$ cat src/rtl/mem_arb_pkg.sv
// mem_arb_pkg: FSM states and owner encoding shared by the arbiter files
package mem_arb_pkg;
  typedef enum logic [1:0] {CPU, DMA, HOLDOFF} state_t;
  localparam logic OWN_CPU = 1'b0;
  localparam logic OWN_DMA = 1'b1;
endpackage

$ cat src/rtl/mem_arb_if.sv
// mem_arb_if: CPU, DMA and RAM bus signals seen by the arbiter
interface mem_arb_if;
  logic [15:0] cpu_ab;
  logic [7:0]  cpu_do;
  logic        cpu_we;
  logic        cpu_rdy;
  logic [7:0]  cpu_di;
  logic        dma_req;
  logic [15:0] dma_ab;
  logic        dma_we;
  logic [7:0]  dma_do;
  logic        dma_gnt;
  logic        dma_valid;
  logic [7:0]  dma_di;
  logic [15:0] mem_ab;
  logic        mem_we;
  logic [7:0]  mem_do;
  logic [7:0]  mem_di;
  modport slave (
    input  cpu_ab, cpu_do, cpu_we, dma_req, dma_ab, dma_we, dma_do, mem_di,
    output cpu_rdy, cpu_di, dma_gnt, dma_valid, dma_di, mem_ab, mem_we, mem_do
  );
  modport master (
    output cpu_ab, cpu_do, cpu_we, dma_req, dma_ab, dma_we, dma_do, mem_di,
    input  cpu_rdy, cpu_di, dma_gnt, dma_valid, dma_di, mem_ab, mem_we, mem_do
  );
endinterface

$ cat src/rtl/mem_arb_burst_limiter.sv
// mem_arb_burst_limiter: bounds DMA bursts and enforces guaranteed CPU slots
module mem_arb_burst_limiter
  import mem_arb_pkg::*;
#(
  parameter int MAX_BURST = 4,
  parameter int CPU_SLOTS = 1
) (
  input  logic clk,
  input  logic rst,
  input  logic grant,
  output logic holdoff
);
  localparam int BW = $clog2(MAX_BURST + 1);
  localparam int SW = $clog2(CPU_SLOTS + 1);
  localparam logic [BW-1:0] BURST_MAX = BW'(MAX_BURST);
  localparam logic [SW-1:0] SLOTS = SW'(CPU_SLOTS);
  state_t state_q, state_d;
  logic [BW-1:0] burst_q, burst_d;
  logic [SW-1:0] slot_q, slot_d;
  logic holdoff_q;
  always_comb begin
    state_d = state_q;
    burst_d = burst_q;
    slot_d = slot_q;
    case (state_q)
      CPU, DMA: begin
        burst_d = !grant ? '0 : (state_q == DMA) ? burst_q + 1'b1 : BW'(1);
        state_d = !grant ? CPU : (burst_d == BURST_MAX) ? HOLDOFF : DMA;
        slot_d = (state_d == HOLDOFF) ? SLOTS : slot_q;
      end
      HOLDOFF: begin
        slot_d = slot_q - 1'b1;
        state_d = (slot_q == SW'(1)) ? CPU : HOLDOFF;
        burst_d = (slot_q == SW'(1)) ? '0 : burst_q;
      end
      default: state_d = CPU;
    endcase
  end
  always_ff @(posedge clk) begin
    if (rst) begin
      state_q <= CPU;
      burst_q <= '0;
      slot_q <= '0;
      holdoff_q <= 1'b0;
    end else begin
      state_q <= state_d;
      burst_q <= burst_d;
      slot_q <= slot_d;
      holdoff_q <= (state_d == HOLDOFF);
    end
  end
  assign holdoff = holdoff_q;
endmodule

$ cat src/rtl/mem_arb.sv
// mem_arb: shares one RAM between the CPU and a cycle-stealing DMA master
module mem_arb
  import mem_arb_pkg::*;
#(
  parameter int MAX_BURST = 4,
  parameter int CPU_SLOTS = 1
) (
  input logic clk,
  input logic RST,
  mem_arb_if.slave bus
);
  logic holdoff, grant, own_q, own_d, we_q, we_d;
  mem_arb_burst_limiter #(.MAX_BURST(MAX_BURST), .CPU_SLOTS(CPU_SLOTS)) u_lim (
    .clk(clk),
    .rst(RST),
    .grant(grant),
    .holdoff(holdoff)
  );
  always_comb begin
    grant = ~RST & bus.dma_req & ~bus.cpu_we & ~holdoff;
    own_d = grant ? OWN_DMA : OWN_CPU;
    we_d = grant & bus.dma_we;
  end
  always_ff @(posedge clk) begin
    if (RST) begin
      own_q <= OWN_CPU;
      we_q <= 1'b0;
    end else begin
      own_q <= own_d;
      we_q <= we_d;
    end
  end
  assign bus.mem_ab = grant ? bus.dma_ab : bus.cpu_ab;
  assign bus.mem_we = grant ? bus.dma_we : bus.cpu_we;
  assign bus.mem_do = grant ? bus.dma_do : bus.cpu_do;
  assign bus.dma_gnt = grant;
  assign bus.cpu_rdy = (own_q == OWN_CPU);
  assign bus.dma_valid = (own_q == OWN_DMA) & ~we_q;
  assign bus.cpu_di = bus.mem_di;
  assign bus.dma_di = bus.mem_di;
endmodule
$ cat src/flat_wrapper.sv
// flat-port wrapper written by rule: the top's interface ports become plain ports
module mem_arb_flat import mem_arb_pkg::*;
#(
  parameter int MAX_BURST = 4,
  parameter int CPU_SLOTS = 1
)
  (clk, RST, bus_cpu_ab, bus_cpu_do, bus_cpu_we, bus_dma_req, bus_dma_ab, bus_dma_we, bus_dma_do, bus_mem_di, bus_cpu_rdy, bus_cpu_di, bus_dma_gnt, bus_dma_valid, bus_dma_di, bus_mem_ab, bus_mem_we, bus_mem_do);
  mem_arb_if bus_i ();
  input logic clk;
  input logic RST;
  input wire logic [$bits(bus_i.cpu_ab)-1:0] bus_cpu_ab;
  input wire logic [$bits(bus_i.cpu_do)-1:0] bus_cpu_do;
  input wire logic [$bits(bus_i.cpu_we)-1:0] bus_cpu_we;
  input wire logic [$bits(bus_i.dma_req)-1:0] bus_dma_req;
  input wire logic [$bits(bus_i.dma_ab)-1:0] bus_dma_ab;
  input wire logic [$bits(bus_i.dma_we)-1:0] bus_dma_we;
  input wire logic [$bits(bus_i.dma_do)-1:0] bus_dma_do;
  input wire logic [$bits(bus_i.mem_di)-1:0] bus_mem_di;
  output wire logic [$bits(bus_i.cpu_rdy)-1:0] bus_cpu_rdy;
  output wire logic [$bits(bus_i.cpu_di)-1:0] bus_cpu_di;
  output wire logic [$bits(bus_i.dma_gnt)-1:0] bus_dma_gnt;
  output wire logic [$bits(bus_i.dma_valid)-1:0] bus_dma_valid;
  output wire logic [$bits(bus_i.dma_di)-1:0] bus_dma_di;
  output wire logic [$bits(bus_i.mem_ab)-1:0] bus_mem_ab;
  output wire logic [$bits(bus_i.mem_we)-1:0] bus_mem_we;
  output wire logic [$bits(bus_i.mem_do)-1:0] bus_mem_do;
  assign bus_i.cpu_ab = bus_cpu_ab;
  assign bus_i.cpu_do = bus_cpu_do;
  assign bus_i.cpu_we = bus_cpu_we;
  assign bus_i.dma_req = bus_dma_req;
  assign bus_i.dma_ab = bus_dma_ab;
  assign bus_i.dma_we = bus_dma_we;
  assign bus_i.dma_do = bus_dma_do;
  assign bus_i.mem_di = bus_mem_di;
  assign bus_cpu_rdy = bus_i.cpu_rdy;
  assign bus_cpu_di = bus_i.cpu_di;
  assign bus_dma_gnt = bus_i.dma_gnt;
  assign bus_dma_valid = bus_i.dma_valid;
  assign bus_dma_di = bus_i.dma_di;
  assign bus_mem_ab = bus_i.mem_ab;
  assign bus_mem_we = bus_i.mem_we;
  assign bus_mem_do = bus_i.mem_do;
  mem_arb #(.MAX_BURST(MAX_BURST), .CPU_SLOTS(CPU_SLOTS)) u_core (.clk(clk), .RST(RST), .bus(bus_i));
endmodule
$ cat config.mk
export PLATFORM = sky130hd
export DESIGN_NAME = mem_arb_flat
export DESIGN_NICKNAME = d
export VERILOG_FILES = /design/src/rtl/mem_arb_pkg.sv /design/src/rtl/mem_arb_if.sv /design/src/rtl/mem_arb_burst_limiter.sv /design/src/rtl/mem_arb.sv /design/src/flat_wrapper.sv
export SDC_FILE = /design/constraint.sdc
export NUM_CORES = 1
export LEC_CHECK = 0
export ABC_AREA = 1
export BUFFER_PORTS_ARGS = -buffer_cell sky130_fd_sc_hd__buf_2
export CAP_MARGIN = 20
export CORE_MARGIN = 5
export CORE_UTILIZATION = 33
export DETAILED_ROUTE_END_ITERATION = 7
export PLACE_DENSITY_LB_ADDON = 0.12
export RECOVER_POWER = 100
export SLEW_MARGIN = 10
export SYNTH_ARGS = -nofsm -noshare
export SYNTH_HDL_FRONTEND = slang
export SYNTH_HIERARCHICAL = 1
export SYNTH_SLANG_ARGS = --single-unit
export TNS_END_PERCENT = 20
$ cat constraint.sdc
create_clock -name clk -period 1.95 [get_ports clk]
set_clock_uncertainty 0.05 [all_clocks]
set_input_delay 0.39 -clock clk [delete_from_list [all_inputs] [get_ports clk]]
set_output_delay 0.39 -clock clk [all_outputs]
set_load 0.03 [all_outputs]
==> qor.txt, run 1 <==
ROUTING
----------------------------------------------------------------------------------------------------
Vias per cell                                                                                   4.60
Number of antenna-violating nets in the routed design                                              0
First-iteration detailed-routing DRC count                                                        87
DRC errors left                                                                                    0
Total wirelength of the detailed-routed design                                               2.80 mm
Total vias in the final route                                                                   1123
Routed len/inst                                                                              11.5 µm
Detailed-routing iteration count for the pre-antenna-repair pass                                   4

CTS
----------------------------------------------------------------------------------------------------
Number of buffers added to fix hold violations after cts                                           0
Clock-pin slew reported for the worst setup and hold paths after clock tree synthesis        0.06 ns
Number of buffers between clock root and the deepest sink                                          2
Clock tree from TritonCTS                                                                        yes
Worst-Skew Late Latency                                                                      0.26 ns
Root Buffer                                                                                 clkbuf_4
Number of cells upsized or downsized after cts                                                     0
H-tree depth                                                                                       1
Number of buffers inserted during clock tree synthesis                                             3
Postcts setup bufs                                                                                 0
CTS sink cnt                                                                                       9

PLACED DESIGN
----------------------------------------------------------------------------------------------------
I/O Buffers                                                                                       80
Placed cell areas                                                                           1180 µm²
Last weighted congestion value of the routability-driven placer                                0.856
Worst slack at placement                                                                    0.180 ns
Placed wire-length estimate after detailed placement                                         2.25 mm

CELLS AND AREA
----------------------------------------------------------------------------------------------------
Final core utilization                                                                         47.7%
Final-stage net count                                                                            277
Number of diodes added for antenna fixing                                                          0
Commonest cells after routing, fill and taps aside                                      nand2_1, buf_2, nand3_1, clkbuf_2, inv_1
Final Instance Area                                                                         1200 µm²
Fillcell total                                                                                   273
Share of layout cells above drive strength 1                                                   41.6%
Layout Area Growth over Synthesis                                                              35.7%
Most common cell after layout, fill and taps aside                                           nand2_1

TIMING
----------------------------------------------------------------------------------------------------
Period Utilization, post-route                                                                 92.4%
Worst slack on hold paths                                                                   0.326 ns
Clock period minus final worst setup slack                                                   1.80 ns
Relative slew slack                                                                            72.2%
Post-route setup slack                                                                      0.148 ns
Setup TNS                                                                                       0 ns
Hold Violations, Final                                                                             0
Setup repair after global routing missed its margin                                               no
Max Slew Vio Count                                                                                 0
Total of endpoints with negative setup slack in the final report                                   0
Highest clock frequency the design can meet                                                0.555 GHz
Slew at the pin closest to its max-slew limit                                               0.419 ns

POWER
----------------------------------------------------------------------------------------------------
Pwr/cell area                                                                             491 nW/µm²
Worst vdd rail ir drop                                                                    0.000287 V
Leak Pwr                                                                                 0.000769 µW

WORST SETUP PATH
----------------------------------------------------------------------------------------------------
Data arrival time at the worst-slack endpoint                                                1.36 ns
Family with the most delay on the worst path                                            buffers and inverters
Data required time at the worst endpoint                                                     1.51 ns
Critical path class                                                                          reg2out
Worst reg-to-reg path cell count                                                                   9
Slowest library cell on the worst path                                                       dfxtp_1
Worst path cell trace                                                                   nor2_4, nand2_4, inv_1, clkbuf_2
Logic depth of the worst setup path including buffers                                              4
Worst stage delay on the critical path                                                       0.32 ns
Number of buffers and inverters on the critical path                                               2
Sort of element at the end of the critical path                                          output port
Maximum fanout count along the critical path                                                      26
Type of origin of the critical path                                                             flop

YOSYS
----------------------------------------------------------------------------------------------------
Netlist area before placement                                                                886 µm²
Post-synthesis sequential area ratio                                                           20.3%
Mapped Nets                                                                                      212
Number of warning messages in the yosys log                                                        6
Count of distinct cell types in the synthesized netlist                                           17
Post-synthesis instance total                                                                    150
Seq cells post-synth                                                                               9
Average instance area after synthesis                                                       5.91 µm²

FLOORPLAN
----------------------------------------------------------------------------------------------------
Floorplan core area                                                                         2520 µm²
DIE WIDTH                                                                                    61.8 µm
IO Pins                                                                                          105
Std cell rows                                                                                     18
Die Y                                                                                        61.8 µm
Die area                                                                                    3820 µm²
Initial Utilization                                                                            35.1%

GLOBAL ROUTING
----------------------------------------------------------------------------------------------------
Pin count of the biggest net entering global routing                                              27
Global-route usage over all layers                                                             13.8%
Number of global-route vias before repair                                                        944
Global-route wire length before repair                                                       3.97 mm
Global route total overflow                                                                        0
Antenna violations before repair                                                                   0

WORST HOLD PATH
----------------------------------------------------------------------------------------------------
Worst hold path stage count                                                                        3
Class of the tightest hold or removal check                                                   in2reg

OUTCOME
----------------------------------------------------------------------------------------------------
Run status                                                                                 completed

FLOW RUN
----------------------------------------------------------------------------------------------------
MaxCap Viol Count                                                                                  0

-- sequential cells by signal (all words and copies together), names as in the netlist --
register and cells:
u_core/u_lim/slot_q 1, u_core/u_lim/state_q 2, u_core/own_q 1, u_core/we_q 1, u_core/u_lim/holdoff 1, u_core/u_lim/burst_q 3
-- path summary, 6_finish.rpt --
| kind | from | endpoint | slack (ns) |
|---|---|---|---|
| worst max register to register | u_core/u_lim/holdoff$_SDFF_PP0_ | u_core/u_lim/holdoff$_SDFF_PP0_ | 0.41 |
| worst min register to register | u_core/u_lim/burst_q[1]$_SDFFE_PP0P_ | u_core/u_lim/burst_q[1]$_SDFFE_PP0P_ | 0.42 |
| worst min-delay path | bus_dma_we | u_core/we_q$_SDFF_PP0_ | 0.33 |
| worst max-delay path | u_core/u_lim/holdoff$_SDFF_PP0_ | bus_dma_gnt | 0.15 |
-- logic make-up (layout without fill, tap and decap cells) --
logic type	Yosys count	after routing	share of synthesized area, %
compound gates	5	5	3.11
fa+ha+maj	1	1	1.41
buf+inv	35	99	25.0
flops	9	9	20.3
simple gates	100	100	50.1
-- per-stage QoR --
step                      std cells  power (µW)
after CTS                       244         599
after global routing            244         633
after floorplan                 150         410
after detailed placement        240         450
final                           244         590
after global placement          240         447
-- layer usage --
layer / track usage [%] / vias to the layer above / part of all wire [%]
met1: 14.1 / 485 / 39
met4: 6.67 / 0 / 1.0
met2: 26.0 / 53 / 47
met5: 0 / - / 0
li1: - / 581 / -
met3: 3.51 / 4 / 13
-- report_power, final --
group	switching, µW	internal [µW]	leakage (µW)
Combinational	166	89.9	0.000681
Clock	67.8	79.1	0.0000150
Sequential	1.59	186	0.0000729
Total	235	355	0.000769
-- cells in the mapped netlist, drive strengths merged --
cell type | n | area, µm²
a21oi | 4 | 20.0
buf | 22 | 173
dfxtp | 9 | 180
ha | 1 | 12.5
inv | 13 | 48.8
nand2 | 64 | 253
nand3 | 28 | 140
nand4 | 1 | 6.26
nor2 | 6 | 40.0
nor3 | 1 | 5.00
o21bai | 1 | 7.51
-- final cells by class --
cell class                      instances  area (µm²)  area share, %
Tap cell                               30        37.5           3.12
Clock buffer                            4        26.3           2.19
Inverter                               13        48.8           4.06
Sequential cell                         9         180           15.0
Timing Repair Buffer                   82         428           35.6
Multi-Input combinational cell        106         482           40.1
-- tightest hold or removal path, stage by stage --
cell and delay (ns):
buf_2 0.08, nand3_1 0.08, inv_1 0.06
No activity file was read; power rests on OpenSTA's default activity.
==> run 2, diff against run 1 <==
--- a/config.mk
+++ b/config.mk
@@ -10,6 +10,7 @@
 export CAP_MARGIN = 20
 export CORE_MARGIN = 5
 export CORE_UTILIZATION = 33
+export CTS_BUF_LIST = sky130_fd_sc_hd__clkbuf_16
 export DETAILED_ROUTE_END_ITERATION = 7
 export PLACE_DENSITY_LB_ADDON = 0.12
 export RECOVER_POWER = 100
==> qor.txt, run 2 (same netlist as run 1, synthesis figures left out) <==
CTS
----------------------------------------------------------------------------------------------------
Number of buffers between clock root and the deepest sink                                          2
Worst-Skew Late Latency                                                                      0.23 ns
Number of cells upsized or downsized after cts                                                     0
Clock-pin slew reported for the worst setup and hold paths after clock tree synthesis        0.04 ns
Postcts setup bufs                                                                                 0
CTS sink cnt                                                                                       9
Root Buffer                                                                                clkbuf_16
Number of buffers added to fix hold violations after cts                                           0
Number of buffers inserted during clock tree synthesis                                             3
Clock tree from TritonCTS                                                                        yes
H-tree depth                                                                                       1

ROUTING
----------------------------------------------------------------------------------------------------
DR WL met2                                                                                   1.30 mm
DRC errors left                                                                                    0
Met1 WL                                                                                      1.06 mm
Detailed-routing iteration count for the pre-antenna-repair pass                                   4
Vias per cell                                                                                   4.59
Routed wl met3                                                                                378 µm
Number of antenna-violating nets in the routed design                                              0
First-iteration detailed-routing DRC count                                                        88
Total vias in the final route                                                                   1120
Total wirelength of the detailed-routed design                                               2.78 mm
Highest metal layer with signal wires                                                           met4
Routed len/inst                                                                              11.4 µm

POWER
----------------------------------------------------------------------------------------------------
Pwr/cell area                                                                             639 nW/µm²
Worst vdd rail ir drop                                                                    0.000510 V
Leak Pwr                                                                                 0.000795 µW

PLACED DESIGN
----------------------------------------------------------------------------------------------------
Placed wire-length estimate after detailed placement                                         2.25 mm
I/O Buffers                                                                                       80
Last weighted congestion value of the routability-driven placer                                0.856

CELLS AND AREA
----------------------------------------------------------------------------------------------------
Layout Area Growth over Synthesis                                                              41.2%
Share of layout cells above drive strength 1                                                   41.6%
Number of diodes added for antenna fixing                                                          0
Register with the highest flop count                                                    u_core/u_lim/burst_q
Most common cell after layout, fill and taps aside                                           nand2_1
Commonest cells after routing, fill and taps aside                                      nand2_1, buf_2, nand3_1, clkbuf_2, inv_1
Final-stage net count                                                                            277
Biggest registers after layout                                                          u_core/u_lim/burst_q (3), u_core/u_lim/state_q (2)
Flip-flop count of the largest register after layout                                               3

GLOBAL ROUTING
----------------------------------------------------------------------------------------------------
Global-route usage over all layers                                                             13.9%
Number of global-route vias before repair                                                        937
Global-route wire length before repair                                                       3.96 mm
Pin count of the biggest net entering global routing                                              27
Global route total overflow                                                                        0
Antenna violations before repair                                                                   0

TIMING
----------------------------------------------------------------------------------------------------
Clock period minus final worst setup slack                                                   1.80 ns
Worst slack on hold paths                                                                   0.355 ns
Total of endpoints with negative setup slack in the final report                                   0
Setup TNS                                                                                       0 ns
Period Utilization, post-route                                                                 92.4%
Highest clock frequency the design can meet                                                0.555 GHz
Slew at the pin closest to its max-slew limit                                               0.419 ns
Hold Violations, Final                                                                             0
Setup repair after global routing missed its margin                                               no
Max Slew Vio Count                                                                                 0
Relative slew slack                                                                            72.2%

WORST HOLD PATH
----------------------------------------------------------------------------------------------------
Worst hold path stage count                                                                        3
Class of the tightest hold or removal check                                                   in2reg

FLOORPLAN
----------------------------------------------------------------------------------------------------
IO Pins                                                                                          105
Floorplan core area                                                                         2520 µm²
Std cell rows                                                                                     18
DIE WIDTH                                                                                    61.8 µm
Die area                                                                                    3820 µm²
Initial Utilization                                                                            35.1%
Die Y                                                                                        61.8 µm

WORST SETUP PATH
----------------------------------------------------------------------------------------------------
Worst reg-to-reg path cell count                                                                   9
Critical path class                                                                          reg2out
Type of origin of the critical path                                                             flop
Family with the most delay on the worst path                                            buffers and inverters
Data required time at the worst endpoint                                                     1.51 ns
Number of buffers and inverters on the critical path                                               2
Data arrival time at the worst-slack endpoint                                                1.36 ns
Logic depth of the worst setup path including buffers                                              5
Slowest library cell on the worst path                                                       dfxtp_1
Worst path cell trace                                                                   nor2_4, buf_4, nand3_1, nand2_1, clkbuf_2
Sort of element at the end of the critical path                                          output port
Maximum fanout count along the critical path                                                      24
Worst stage delay on the critical path                                                       0.31 ns

OUTCOME
----------------------------------------------------------------------------------------------------
Run status                                                                                 completed

FLOW RUN
----------------------------------------------------------------------------------------------------
MaxCap Viol Count                                                                                  0

[run 2: final timing paths]
path / start / endpoint / slack (ns)
min: bus_dma_we / u_core/we_q$_SDFF_PP0_ / 0.35
max reg2reg: u_core/u_lim/holdoff$_SDFF_PP0_ / u_core/u_lim/slot_q$_SDFFE_PP0P_ / 0.47
min reg2reg: u_core/u_lim/burst_q[1]$_SDFFE_PP0P_ / u_core/u_lim/burst_q[1]$_SDFFE_PP0P_ / 0.42
max: u_core/u_lim/holdoff$_SDFF_PP0_ / bus_mem_do[1] / 0.15
[run 2: routing by layer]
metal	GRT usage, %	up-vias
li1	-	584
met1	14.2	477
met2	25.6	54
met3	3.51	5
met4	7.58	0
met5	0	-
[run 2: power breakdown]
| part | switching, µW | internal (µW) |
|---|---|---|
| Combinational | 165 | 89.2 |
| Sequential | 1.60 | 188 |
| Clock | 88.6 | 268 |
| Total | 255 | 544 |
[run 2: area by class of cell]
class                      instances  area [µm²]
inverter                          13        48.8
tap                               30        37.5
sequential                         9         180
clock inverter                     1        3.75
timing repair buffer              82         424
clock buffer                       3        75.1
fill                             266        1270
multi-input combinational        106         482
[run 2: per-stage QoR]
step	setup WS [ns]	power [µW]	util (%)	instance area, µm²	instances
final	0.148	800	49.6	1250	244
after floorplan	0.232	410	-	886	150
after CTS	0.145	811	49.9	1260	244
after detailed placement	0.180	450	46.7	1180	240
after global routing	0.0262	843	49.6	1250	244
after global placement	0.207	447	46.7	1180	240
[run 2: worst register-to-register path: stages (launching register included)]
cell      delay, ns
dfxtp_1        0.31
nor2_4         0.14
nand2_4        0.18
inv_1          0.20
nand2_2        0.07
nor2_1         0.11
nand2_2        0.07
o21bai_1       0.14
nand2_1        0.09
nand2_1        0.06
